File: config.mk
export PLATFORM = sky130hd
export DESIGN_NAME = seq_gen_drv
export DESIGN_NICKNAME = d
export VERILOG_FILES = /design/src/rtl/definitions.sv /design/src/rtl/seq_gen_drv_pkg.sv /design/src/rtl/seq_gen_drv_timer.sv /design/src/rtl/seq_gen_drv.sv
export SDC_FILE = /design/constraint.sdc
export NUM_CORES = 1
export LEC_CHECK = 0
export ABC_AREA = 1
export CAP_MARGIN = 5
export CORE_MARGIN = 2
export CORE_UTILIZATION = 47
export CTS_BUF_LIST = sky130_fd_sc_hd__clkbuf_16
export DETAILED_ROUTE_END_ITERATION = 10
export PLACE_DENSITY = 0.95
export RECOVER_POWER = 25
export SLEW_MARGIN = 15
export SYNTH_ARGS = -nofsm -noshare
export SYNTH_HDL_FRONTEND = slang
export SYNTH_SLANG_ARGS = --single-unit
File: constraint.sdc
create_clock -name clk -period 4.7 [get_ports clk]
set_input_delay 0.705 -clock clk [delete_from_list [all_inputs] [get_ports clk]]
set_output_delay 0.705 -clock clk [all_outputs]
set_load 0.02 [all_outputs]
File: src/rtl/definitions.sv
// rtl/definitions.sv - shared scalar/vector type aliases
package definitions;
  typedef logic        ulogic1;
  typedef logic [15:0] ulogic16;
  typedef logic [63:0] ulogic64;
endpackage

File: src/rtl/seq_gen_drv_pkg.sv
// rtl/seq_gen_drv_pkg.sv - types and helpers shared by the sequence_gen driver
package seq_gen_drv_pkg;
  import definitions::*;

  localparam int CNT_W = 17;

  typedef enum logic [2:0] {
    ST_IDLE,
    ST_LOAD1,
    ST_LOAD2,
    ST_WAIT,
    ST_RESP,
    ST_CLR
  } drv_state_t;

  typedef enum logic [1:0] {
    RSP_OK      = 2'b00,
    RSP_OVF     = 2'b01,
    RSP_ERR     = 2'b10,
    RSP_TIMEOUT = 2'b11
  } rsp_status_t;

  typedef struct packed {
    rsp_status_t      status;
    ulogic64          data;
    logic [CNT_W-1:0] cycles;
  } drv_rsp_t;

  // 17-bit sum so order=16'hFFFF plus slack never wraps
  function automatic logic [CNT_W-1:0] timeout_limit(input ulogic16 ord,
                                                     input logic [CNT_W-1:0] extra);
    return {1'b0, ord} + CNT_W'(2) + extra;
  endfunction
endpackage

File: src/rtl/seq_gen_drv_timer.sv
// rtl/seq_gen_drv_timer.sv - latency counter with timeout compare
module seq_gen_drv_timer
  import seq_gen_drv_pkg::*;
(
  input  logic              clk,
  input  logic              reset_n,
  input  logic              clear,
  input  logic              enable,
  input  logic [CNT_W-1:0]  limit,
  output logic [CNT_W-1:0]  count,
  output logic              expired
);

  // saturate rather than wrap so a stuck enable cannot re-arm a timeout
  always_ff @(posedge clk or negedge reset_n) begin
    if (!reset_n) begin
      count <= '0;
    end else if (clear) begin
      count <= '0;
    end else if (enable && (count != '1)) begin
      count <= count + CNT_W'(1);
    end
  end

  assign expired = (count >= limit);

endmodule

File: src/rtl/seq_gen_drv.sv
// rtl/seq_gen_drv.sv - command/response driver for the sequence_gen input protocol
module seq_gen_drv
  import seq_gen_drv_pkg::*;
#(
  parameter int TIMEOUT_EXTRA = 1,
  parameter bit CLEAR_EN      = 1'b1
) (
  input  logic        clk,
  input  logic        reset_n,
  input  logic        cmd_valid,
  output logic        cmd_ready,
  input  logic        cmd_mode,
  input  logic [15:0] cmd_order,
  input  logic [63:0] cmd_data,
  output logic        load,
  output logic        fibonacci,
  output logic        triangle,
  output logic        clear,
  output logic [15:0] order,
  output logic [63:0] data_in,
  input  logic        done,
  input  logic        overflow,
  input  logic        error,
  input  logic [63:0] data_out,
  output logic        rsp_valid,
  input  logic        rsp_ready,
  output logic [1:0]  rsp_status,
  output logic [63:0] rsp_data,
  output logic [16:0] rsp_cycles
);

  drv_state_t       state, state_nxt;
  drv_rsp_t         rsp_q, rsp_nxt;
  logic             mode_q;
  logic             cmd_fire, term;
  logic [CNT_W-1:0] count, limit;
  logic             expired;

  assign cmd_fire = cmd_valid && (state == ST_IDLE);
  assign limit    = timeout_limit(order, CNT_W'(TIMEOUT_EXTRA));

  seq_gen_drv_timer u_timer (
    .clk     (clk),
    .reset_n (reset_n),
    .clear   (state == ST_IDLE),
    .enable  ((state == ST_LOAD1) || (state == ST_LOAD2) || (state == ST_WAIT)),
    .limit   (limit),
    .count   (count),
    .expired (expired)
  );

  always_ff @(posedge clk or negedge reset_n) begin
    if (!reset_n) begin
      state <= ST_IDLE;
    end else begin
      state <= state_nxt;
    end
  end

  // sequence_gen outputs only matter in WAIT; error > overflow > done > timeout
  always_comb begin
    term    = 1'b0;
    rsp_nxt = rsp_q;
    if (state == ST_WAIT) begin
      term           = error || overflow || done || expired;
      rsp_nxt.cycles = count;
      if (error) begin
        rsp_nxt.status = RSP_ERR;
        rsp_nxt.data   = data_out;
      end else if (overflow) begin
        rsp_nxt.status = RSP_OVF;
        rsp_nxt.data   = data_out;
      end else if (done) begin
        rsp_nxt.status = RSP_OK;
        rsp_nxt.data   = data_out;
      end else begin
        rsp_nxt.status = RSP_TIMEOUT;
        rsp_nxt.data   = '0;
      end
    end
  end

  always_comb begin
    state_nxt = state;
    case (state)
      ST_IDLE:  if (cmd_fire) state_nxt = ST_LOAD1;
      ST_LOAD1: state_nxt = ST_LOAD2;
      ST_LOAD2: state_nxt = ST_WAIT;
      ST_WAIT:  if (term) state_nxt = ST_RESP;
      ST_RESP:  if (rsp_ready) state_nxt = CLEAR_EN ? ST_CLR : ST_IDLE;
      ST_CLR:   state_nxt = ST_IDLE;
      default:  state_nxt = ST_IDLE;
    endcase
  end

  always_comb begin
    load      = 1'b0;
    fibonacci = 1'b0;
    triangle  = 1'b0;
    clear     = 1'b0;
    rsp_valid = 1'b0;
    cmd_ready = 1'b0;
    case (state)
      ST_IDLE:  cmd_ready = reset_n;
      ST_LOAD1, ST_LOAD2: begin
        load      = 1'b1;
        fibonacci = !mode_q;
        triangle  = mode_q;
      end
      ST_RESP:  rsp_valid = 1'b1;
      ST_CLR:   clear = 1'b1;
      default:  ;
    endcase
  end

  always_ff @(posedge clk or negedge reset_n) begin
    if (!reset_n) begin
      mode_q  <= 1'b0;
      order   <= '0;
      data_in <= '0;
      rsp_q   <= '0;
    end else begin
      if (cmd_fire) begin
        mode_q  <= cmd_mode;
        order   <= cmd_order;
        data_in <= cmd_data;
      end
      if (term) begin
        rsp_q <= rsp_nxt;
      end
    end
  end

  assign rsp_status = rsp_q.status;
  assign rsp_data   = rsp_q.data;
  assign rsp_cycles = rsp_q.cycles;

endmodule

Yosys cells after proc, flatten, opt, wreduce, memory -nomap -nowiden
Index checks and enable logic that the tools add are counted.
{ "classes": {"add_sub_neg": 3, "order_cmp": 1, "eq_ne": 9, "mux": 16, "reduce_logical": 13} }
{ "op_table": {"columns": ["op", "n"], "rows": [
  ["two-way mux 66 bit", 3],
  ["adder 17 x 1 -> 17 bit, second input constant", 2],
  ["two-way mux 17 bit", 2],
  ["adder 16 x 2 -> 17 bit, second input constant", 1],
  [">= comparator 17 bit", 1],
  ["!= test 17 bit, second input constant", 1],
  ["case mux 3 bit (5 select lines)", 1],
  ["two-way mux 3 bit", 3],
  ["two-way mux 1 bit", 7],
  ["equality test 3 x 2 -> 1 bit, second input constant", 2],
  ["equality test 3 bit, second input constant", 2],
  ["!= test 2 bit, second input constant", 3],
  ["logical OR 1 bit", 5],
  ["equality test 3 x 1 -> 1 bit, second input constant", 1],
  ["logical NOT 3 bit", 1],
  ["AND reduction 3 bit", 1],
  ["logical AND 1 bit", 2],
  ["AND reduction 2 bit", 1],
  ["nonzero test 2 bit", 1],
  ["OR reduction 2 bit", 1],
  ["logical NOT 1 bit", 1]
]} }
{ "totals": {"ff_bits": 184, "inputBits": 152, "out_inout_bits": 169} }

Logic depth before layout (Yosys ltp)
Gate-level depths: netlist of the first run.
{ "depth": {"depth_word": 7, "depth_mapped": 21, "depth_no_buf": 20} }

By module
A second synthesis of the first run with hierarchy kept.
{ "unflattened": {"cells_unflattened": 1024, "hier_area_um2": 8434.3} }
{ "by_module_without_submodules": {"columns": ["mod", "n_inst", "cells_each", "area_per_inst_um2", "seq_area_each_um2"], "rows": [
  ["seq_gen_drv", 1, 813, 6996.7, 4179.0],
  ["seq_gen_drv_timer", 1, 211, 1437.6, 425.4]
]} }

Worst setup path after synthesis of the first run
Ideal clock, no wire load.
{ "synth_timing": {"path_type": "reg2reg", "start": "reg order[0]", "end": "reg rsp_q (netlist bit rsp_cycles[10])", "setup_ps": 117, "arrival_time_ps": 3085, "required_time_ps": 4583, "slack_ps": 1498, "stages_incl_launch_ff": 22, "path_buffers": 1, "cell_sequence": "dfrtp_1 -> inv_1 -> ha_1 -> nand3b_1 -> nor3_1 -> nand2_1 -> nor2_1 -> nand3_1 -> nor3_1 -> nand2_1 -> ha_1 -> nand2_1 -> inv_1 -> nand2_1 -> nand2_1 -> a21oi_1 -> nand3_1 -> nor2_1 -> nand2_2 -> buf_4 -> nand3_1 -> nand2_1"} }
{ "synth_via": {"elab_chain_cells": 6} }
{ "synth_lines": {"columns": ["item", "line", "rtl"], "rows": [
  ["from (decl)", "seq_gen_drv.sv:19", "output logic [15:0] order,"],
  ["from (signal assigned)", "seq_gen_drv.sv:125", "order <= cmd_order;"],
  ["adder 16 x 2 -> 17 bit", "seq_gen_drv_pkg.sv:32", "return {1'b0, ord} + CNT_W'(2) + extra;"],
  ["adder 17 x 1 -> 17 bit", "seq_gen_drv_pkg.sv:32", null],
  [">= comparator 17 bit", "seq_gen_drv_timer.sv:25", "assign expired = (count >= limit);"],
  ["logical OR 1 bit", "seq_gen_drv.sv:65", "term = error || overflow || done || expired;"],
  ["two-way mux 1 bit", "seq_gen_drv.sv:64", "if (state == ST_WAIT) begin"],
  ["AND reduction 2 bit (no source line)", null, null],
  ["to (signal assigned)", "seq_gen_drv.sv:129", "rsp_q <= rsp_nxt;"],
  ["to (decl)", "seq_gen_drv.sv:33", "drv_rsp_t rsp_q, rsp_nxt;"]
]} }
Every way passes these cells.
A chain may end at the register's enable or synchronous reset.

Worst setup path after layout of the first run
{ "layout_timing": {"start": "reg order[0]", "end": "reg rsp_q (netlist bit rsp_data[17])"} }
Same word-level chain as after synthesis.

==> results of run 1 <==
-- where the power goes --
group	total (uW)	switching, uW	internal, uW
Combinational	4060	2170	1900
Clock	1470	633	840
Sequential	2700	449	2250
Total	8240	3250	4990
-- routing by layer --
metal	GRT usage	wire length, um	vias to the layer above	share of wire
li1	-	-	3331	-
met1	0.298	8860	3383	0.37
met2	0.430	11700	344	0.50
met3	0.0850	2360	46	0.10
met4	0.0990	703	0	0.030
met5	0	0	-	0
-- worst max-delay path, stage by stage, from the launching register on --
cell      delay [ps]
dfrtp_1          360
inv_1             90
ha_1             230
nand3b_1         200
nor3_1           330
nand2_1          130
nor2_1           170
nand3_1          120
nor3_1           140
nand2_1           70
ha_1             310
nand2_1          100
nor2_1            60
and2_1           150
nand3b_1         140
nand4_1          160
o21ai_4          170
buf_12           300
nand2_1          110
nand2_1           90
-- synthesized netlist by cell type --
master | instances | share of area
a211oi_1 | 1 | 0.00092
o21ai_0 | 11 | 0.0067
mux2_2 | 70 | 0.097
o21ai_1 | 2 | 0.0012
o21bai_1 | 1 | 0.00092
a21oi_1 | 25 | 0.015
inv_1 | 48 | 0.022
nand3_1 | 96 | 0.059
nand4_1 | 6 | 0.0046
ha_1 | 20 | 0.031
and2_1 | 1 | 0.00077
nor2_1 | 45 | 0.021
xor2_1 | 12 | 0.013
nor3_2 | 1 | 0.0012
clkbuf_1 | 16 | 0.0074
inv_2 | 1 | 0.00046
nor3_4 | 1 | 0.0020
a21o_1 | 1 | 0.00092
buf_4 | 2 | 0.0018
nand2_4 | 1 | 0.0014
xnor2_1 | 5 | 0.0054
mux2_1 | 2 | 0.0028
dfrtp_1 | 184 | 0.56
nand3b_1 | 2 | 0.0018
nand2_2 | 3 | 0.0023
o31ai_1 | 2 | 0.0018
nand2_1 | 235 | 0.11
nor2_2 | 2 | 0.0015
buf_2 | 11 | 0.0067
buf_6 | 7 | 0.0097
nor3_1 | 12 | 0.0074
nor4_1 | 2 | 0.0015
-- worst paths after layout --
path                             start           end  slack, ps  depth (start not counted)
hold reg to reg            rsp_data[4]   rsp_data[4]        470                          2
max in group asynchronous      reset_n  rsp_data[21]       2380                          2
setup / recovery              order[0]  rsp_data[17]       1130                         19
min in group clk           rsp_data[4]   rsp_data[4]        470                          2
setup reg to reg              order[0]  rsp_data[17]       1130                         19
hold / removal                 reset_n  rsp_data[63]        220                          1
-- metrics by stage --
stage / worst slack [ps] / hold slack [ps] / cells / instance area (um^2)
final: 1130 / 223 / 1375 / 12100
after CTS: 1160 / 228 / 1375 / 12100
after global placement: 1370 / 452 / 1343 / 11500
after global routing: 820 / 242 / 1375 / 12100
after detailed placement: 1170 / 458 / 1343 / 11500
after floorplan: 1500 / 409 / 828 / 8170
-- logic make-up after synthesis --
group,share of synthesized area
simple gates,0.212
flops,0.564
buf+inv,0.0481
mux,0.0993
compound gates,0.0279
fa+ha+maj,0.0306
xor+xnor,0.0182
-- cell type report --
class | instances | area share
Tap cell | 225 | 0.0232
Multi-Input combinational cell | 559 | 0.263
Sequential cell | 184 | 0.380
Timing Repair Buffer | 326 | 0.269
Clock inverter | 15 | 0.0142
Inverter | 49 | 0.0152
Clock buffer | 17 | 0.0351
-- sequential cells by signal, summed over array words and instances, names as in the netlist --
name and cells:
data_in 64, mode_q 1, order 16, rsp_cycles 17, rsp_data 64, rsp_status 2
state 3, u_timer.count 17
==> results.md, run 1 <==
* Initial core utilization at 0.477
* Post-Synthesis Net Count at 1000
* RSZ-0062 raised after global routing: no
* Initial DRC count at 398
* GR Util All Layers at 0.254
* TritonCTS Buffers at 17
* Skew final at 10.1 ps
* Vias in the first global route at 7090
* Core Util, Final at 0.708
* Largest net degree at the start of global routing at 84
* DRC violations left at 0
* Yosys warning count at 0
* Max cap viols at 2
* Die height at 136 um
* Placeable Area at 17100 um^2
* Period minus WS final at 3570 ps
* VDD IR max at 0.000417 V
* Die X at 136 um
* Global-route wire length before repair at 36400 um
* Via/cell ratio at 5.17
* Worst slew margin at -0.198
* Distinct cells, synth at 32
* Mapped Area at 8170 um^2
* Hold/Removal Path Class: primary input to async pin
* Max Root-Sink Buffers at 2
* Placer Congestion at 0.901
* Lkg Pwr at 0.00572 uW
* Final nets at 1309
* Hold buffer count at CTS at 0
* Drt wl/cell at 17.2 um
* Arrival time of the worst setup path at 3930 ps
* Final worst path period share at 0.759
* Worst skew pair latency at 420 ps
* N_diodes at 0
* Setup-failing EPs final at 0
* Footprint of the multi-input gates at 3190 um^2
* Avg Inst Size Synth at 9.86 um^2
* Iteration count of the initial detailed-routing pass at 5
* Slew Limit Fails at 136
* Commonest non-fill, non-tap cell in the layout: clkdlybuf4s50_1
* Critical Path End Type: register
* Port-buffer cells at 320
* FF/Latch Area at 4600 um^2
* H-Tree Depth at 4
* Most frequent cells in the layout: clkdlybuf4s50_1, nand2_1, dfrtp_1, nand3_1, mux2_2
* Filler cells at 1206
* Layout cells sized above 1 at 0.103
* Die ar. at 18400 um^2
* CTS tree: yes
* Tightest Pin Transition at 1800 ps
* Violated checks: max-capacitance violations, max-slew violations
* Status: finished, violations left
* Post-CTS setup buffers at 0
* Register area share after synthesis at 0.564
* Area grow syn2layout at 48.4%
* CP Class: register to register
* CP required at 5060 ps
* Post-Route WL at 23600 um
* CTS resizes at 0
* Max Clk Rate at 280 MHz
* Crit Path Max Fanout at 83
* Final ANT Viol Nets at 0
* Setup TNS at 0 ps
* Cell count after synthesis at 828
* Ports at 321
* Vias at 7104
* Final Hold Vio Count at 0
* Flops & latches, synth at 184
* CTS root buf: clkbuf_16
* CP startpoint kind: register
* Final Power at 8240 uW
* Congestion Overflow GR at 0
* Row Count at 48
* Clock-pin slew on the worst setup and hold paths at 70 ps
* Final HPWL DP at 17300 um
* Initial antenna violation count at 0
* TritonCTS Sinks at 184
* PwrDens at 680 nW/um^2
Note: power is estimated with default switching activity, not from simulation.
==> inputs of run 2 (changes only) <==
--- a/config.mk
+++ b/config.mk
@@ -8,10 +8,10 @@
 export ABC_AREA = 1
 export CAP_MARGIN = 5
 export CORE_MARGIN = 2
-export CORE_UTILIZATION = 47
+export CORE_UTILIZATION = 44
 export CTS_BUF_LIST = sky130_fd_sc_hd__clkbuf_16
 export DETAILED_ROUTE_END_ITERATION = 10
-export PLACE_DENSITY = 0.95
+export PLACE_DENSITY = 0.9
 export RECOVER_POWER = 25
 export SLEW_MARGIN = 15
 export SYNTH_ARGS = -nofsm -noshare
==> constraint.sdc (replaced) <==
create_clock -name clk -period 3.5 [get_ports clk]
set_input_delay 0.525 -clock clk [delete_from_list [all_inputs] [get_ports clk]]
set_output_delay 0.525 -clock clk [all_outputs]
set_load 0.02 [all_outputs]
==> run 2 against run 1 <==
Compared with the run above: the run still ends with max-capacitance violations, max-slew violations left; register-to-register slack worse by 1000 ps; sequential power up 34%; global-route usage down 1.8 points; clock-buffer cell count unchanged; cell area up 2.7%; sequential share of layout area down 1.0 points; maximum frequency up 6.0%; worst setup slack worse by 1000 ps; clock skew up 9.2 ps; wire length up 5.5%; combinational power up 43%.
==> results.md, run 2 (synthesis results as in run 1) <==
* Initial antenna violation count at 0
* GR Util All Layers at 0.236
* Status: finished, violations left
* Max Root-Sink Buffers at 2
* Max Clk Rate at 297 MHz
* CP required at 3850 ps
* TritonCTS Sinks at 184
* Post-Route WL at 24900 um
* DRC violations left at 0
* Vias in the first global route at 7236
* Tightest Pin Transition at 2540 ps
* Final HPWL DP at 16700 um
* Row Count at 49
* Hold/Removal Path Class: register to register
* Initial core utilization at 0.452
* Iteration count of the initial detailed-routing pass at 5
* Final Hold Vio Count at 0
* Period minus WS final at 3370 ps
* Skew final at 19.2 ps
* Worst path max stage delay at 390 ps
* Worst slew margin at -0.691
* VDD IR max at 0.000521 V
* Max cap viols at 1
* Final nets at 1324
* CP Class: register to register
* Violated checks: max-capacitance violations, max-slew violations
* Final hold slack at 471 ps
* Core Util, Final at 0.689
* N_diodes at 0
* Setup-failing EPs final at 0
* Worst skew pair latency at 430 ps
* Initial DRC count at 367
* Placeable Area at 18100 um^2
* TritonCTS Buffers at 17
* Most frequent cells in the layout: clkdlybuf4s50_1, nand2_1, dfrtp_1, nand3_1, mux2_2
* Die height at 140 um
* Ports at 321
* Vias at 7152
* H-Tree Depth at 4
* Commonest non-fill, non-tap cell in the layout: clkdlybuf4s50_1
* Die X at 140 um
* Clock-pin slew on the worst setup and hold paths at 70 ps
* R2R Setup Slk at 130 ps
* Critical Path End Type: register
* Congestion Overflow GR at 0
* Cells along the critical path: inv_2, ha_2, nand3b_1, nor3_2, nand2_1, nor2_2, nand3_2, xor2_1, ha_1, nand2_2, nor2_1, and2_4, nand3b_1, nand4_1, o21ai_4, clkbuf_16, clkbuf_16, nand2_1, nand2_1
* Final ANT Viol Nets at 0
* Drt wl/cell at 17.9 um
* CTS tree: yes
* CTS root buf: clkbuf_16
* Crit Path Max Fanout at 5
* Die ar. at 19700 um^2
* Most used cell, CP: nand2_1
* Lkg Pwr at 0.00586 uW
* Final worst path period share at 0.962
* Area grow syn2layout at 52.5%
* Layout cells sized above 1 at 0.124
* Arrival time of the worst setup path at 3720 ps
* Filler cells at 1334
* PwrDens at 916 nW/um^2
* Placer Congestion at 0.863
* Port-buffer cells at 320
* Largest net degree at the start of global routing at 185
* Global-route wire length before repair at 36900 um
* Via/cell ratio at 5.13
* Slew Limit Fails at 185
* CP startpoint kind: register
* Crit-path slowest cell: dfrtp_1
-- run 2: final cells by class --
type	count	area, um^2	area share
sequential	184	4600	0.370
tap	229	287	0.0230
multi-input combinational	559	3240	0.260
clock buffer	17	425	0.0342
inverter	49	184	0.0148
clock inverter	14	173	0.0139
timing repair buffer	341	3540	0.284
-- run 2: metrics by stage --
stage                     setup TNS (ps)  std cells  area (um^2)  setup WS (ps)  total power (uW)
after floorplan                        0        828         8170            298              6520
after global placement                 0       1347        11500            244              8910
after detailed placement               0       1347        11500            105              9100
after CTS                              0       1378        12100           81.0             11100
after global routing               -2400       1393        12500          -80.7             12000
final                                  0       1393        12500            133             11400
-- run 2: worst max-delay path: cells and delay by family (launching register included) --
family / cells / cell delay (ps)
adders and majority gates: 2 / 530
AOI/OAI and AO/OA: 1 / 300
buffers and inverters: 3 / 430
and+or+nand+nor: 12 / 1470
DFF: 1 / 390
xor gates and xnor gates: 1 / 170
-- run 2: timing repair --
item	in CTS	in global routing
hold buffers	0	0
endpoints found under the setup margin	0	83
buffers inserted	0	4
resized for setup	0	23
-- run 2: routing by layer --
| metal | part of all wire | GRT usage | wire, um |
|---|---|---|---|
| met5 | 0 | 0 | 0 |
| met4 | 0.023 | 0.0829 | 585 |
| met3 | 0.093 | 0.0670 | 2310 |
| met2 | 0.50 | 0.401 | 12400 |
| met1 | 0.39 | 0.288 | 9670 |
-- run 2: path summary, 6_finish.rpt --
check,from,end,cells after the start
max,order[0],rsp_data[58],19
min,rsp_data[22],rsp_data[22],2
max reg2reg,order[0],rsp_data[58],19
min reg2reg,rsp_data[22],rsp_data[22],2
max in group asynchronous,reset_n,order[2],2
min in group asynchronous,reset_n,rsp_data[0],2
-- run 2: where the power goes --
group          internal (uW)  switching (uW)
logic                   2770            3020
registers               3030             602
clock network           1130             852
total                   6930            4470
==> inputs of run 3 (changes only) <==
--- a/config.mk
+++ b/config.mk
@@ -8,10 +8,10 @@
 export ABC_AREA = 1
 export CAP_MARGIN = 5
 export CORE_MARGIN = 2
-export CORE_UTILIZATION = 44
+export CORE_UTILIZATION = 40
 export CTS_BUF_LIST = sky130_fd_sc_hd__clkbuf_16
 export DETAILED_ROUTE_END_ITERATION = 10
-export PLACE_DENSITY = 0.9
+export PLACE_DENSITY = 0.77
 export RECOVER_POWER = 25
 export SLEW_MARGIN = 15
 export SYNTH_ARGS = -nofsm -noshare
==> constraint.sdc (replaced) <==
create_clock -name clk -period 2.9 [get_ports clk]
set_input_delay 0.435 -clock clk [delete_from_list [all_inputs] [get_ports clk]]
set_output_delay 0.435 -clock clk [all_outputs]
set_load 0.02 [all_outputs]
==> run 3 against run 2 <==
Compared with the run above: die area is 9.7% higher; maximum frequency is 6.9% higher; worst hold slack hardly changed; non-clock buffer count is 18 higher; the flow finishes with violations (max-capacitance violations, max-slew violations, negative setup slack); sequential power is 22% higher; sequential share of layout area is 1.5 points lower; critical path depth stayed put; core utilization is 4.3 points lower; global-route usage is 2.0 points lower; clock power is 13% higher.
==> results.md, run 3 (synthesis results as in run 1) <==
* Status: finished, violations left
* Violated checks: max-capacitance violations, max-slew violations, negative setup slack
* TritonCTS Buffers at 17
* Vias in the first global route at 6907
* R2R cell count at 19
* Iteration count of the initial detailed-routing pass at 5
* CTS root buf: clkbuf_16
* PwrDens at 1080 nW/um^2
* Vias at 7197
* Final WS setup at -251 ps
* Worst setup path endpoint: rsp_data[0]
* Most frequent cells in the layout: clkdlybuf4s50_1, dfrtp_1, nand2_1, nand3_1, mux2_2
* CP startpoint kind: register
* Die ar. at 21600 um^2
* RSZ-0062 raised after global routing: yes
* Initial DRC count at 272
* Pre-CTS WS at -164 ps
* Period minus WS final at 3150 ps
* Reg-to-reg endpoint: rsp_data[0]
* Core Util, Final at 0.645
* Lkg Pwr at 0.00602 uW
* Hold/Removal Path Class: register to register
* Final Hold Vio Count at 0
* Row Count at 52
* Via/cell ratio at 4.94
* Ports at 321
* R2R Setup Slk at -250 ps
* Placer Congestion at 0.837
* Placeable Area at 20100 um^2
* Max Root-Sink Buffers at 2
* Initial core utilization at 0.406
* Commonest non-fill, non-tap cell in the layout: clkdlybuf4s50_1
* VDD IR max at 0.000618 V
* Drt wl/cell at 16.9 um
* Final HPWL DP at 16400 um
* Die X at 147 um
* Final worst path period share at 1.09
* GR Util All Layers at 0.216
* Global-route wire length before repair at 36700 um
* H-Tree Depth at 4
* Origin of the critical flop-to-flop path: order[1]
* Arrival time of the worst setup path at 3510 ps
* CP required at 3260 ps
* Worst slew margin at -0.731
* Skew final at 19.5 ps
* Critical Path End Type: register
* Final Power at 14000 uW
* CTS tree: yes
* Crit Path Max Fanout at 10
* DRC violations left at 0
* Largest net degree at the start of global routing at 185
* Layout cells sized above 1 at 0.198
* Port-buffer cells at 320
* Tightest Pin Transition at 2600 ps
* Initial antenna violation count at 1
* Slew Limit Fails at 185
* CP Class: register to register
* Final nets at 1344
* Worst skew pair latency at 430 ps
* Max Clk Rate at 317 MHz
* Max cap viols at 1
* Congestion Overflow GR at 0
* Area grow syn2layout at 58.9%
* Post-Route WL at 24600 um
* TritonCTS Sinks at 184
* Setup-failing EPs final at 86
* Clock-pin slew on the worst setup and hold paths at 80 ps
* Final ANT Viol Nets at 0
* Crit path from: order[1]
* Die height at 147 um
* Worst Hold Depth at 2
-- run 3: timing repair --
| action | CTS | global route |
|---|---|---|
| hold endpoints to repair | 0 | 0 |
| hold buffers | 0 | 0 |
| pin swaps | 2 | 2 |
| setup buffers | 8 | 1 |
| endpoints found under the setup margin | 83 | 88 |
| gates resized for setup | 15 | 84 |
| cloned | 4 | 7 |
-- run 3: report_power, final --
part	leakage, uW	internal [uW]	switching, uW
combinational	0.00347	3610	3740
sequential	0.00228	3660	777
clock	0.000267	1130	1100
-- run 3: cell type report --
cell class / count / area (um^2)
fillers: 1595 / 7130
flip-flops and latches: 184 / 4610
repair buffers: 359 / 3710
multi-input cells: 561 / 3570
clock buffers: 17 / 425
well taps: 270 / 338
inverters: 49 / 184
clock inverters: 15 / 131
diodes: 1 / 2.50
-- run 3: worst min path at each step --
stage              endpoint    startpoint  slack [ps]
3_5_place_dp   rsp_data[21]  rsp_data[21]         460
3_3_place_gp   rsp_data[49]  rsp_data[49]         450
5_1_grt        rsp_data[43]  rsp_data[43]         490
2_1_floorplan    data_in[0]       reset_n         140
4_1_cts         rsp_data[4]       reset_n         290
6_report       rsp_data[21]  rsp_data[21]         470
-- run 3: critical path, cell delays in order (launching register included) --
cell,delay [ps]
dfrtp_2,380
inv_2,50
ha_4,150
nand3b_1,180
nor3_2,180
nand2_1,110
nor2_2,130
nand3_2,100
nor3_2,130
nand2_1,120
ha_4,250
a21oi_1,160
nand2_1,80
a21oi_2,130
nand4_1,190
o21ai_4,240
buf_12,180
clkbuf_16,160
nand2_1,50
nand2_1,70
-- run 3: routing by layer --
metal	track usage	wire length, um	vias up
li1	-	-	3412
met1	0.271	9770	3442
met2	0.351	12000	311
met3	0.0724	2230	32
met4	0.0743	573	0
met5	0	0	-
-- run 3: metrics by stage --
stage               hold slack (ps)  cells  area [um^2]  TNS, ps
finish                          471   1456        13000   -17280
global route                    494   1456        13000   -41380
global placement                452   1403        11800    -47.2
CTS                             288   1447        12500   -13100
floorplan                       139    828         8220    -2110
detailed placement              458   1403        11800   -10130
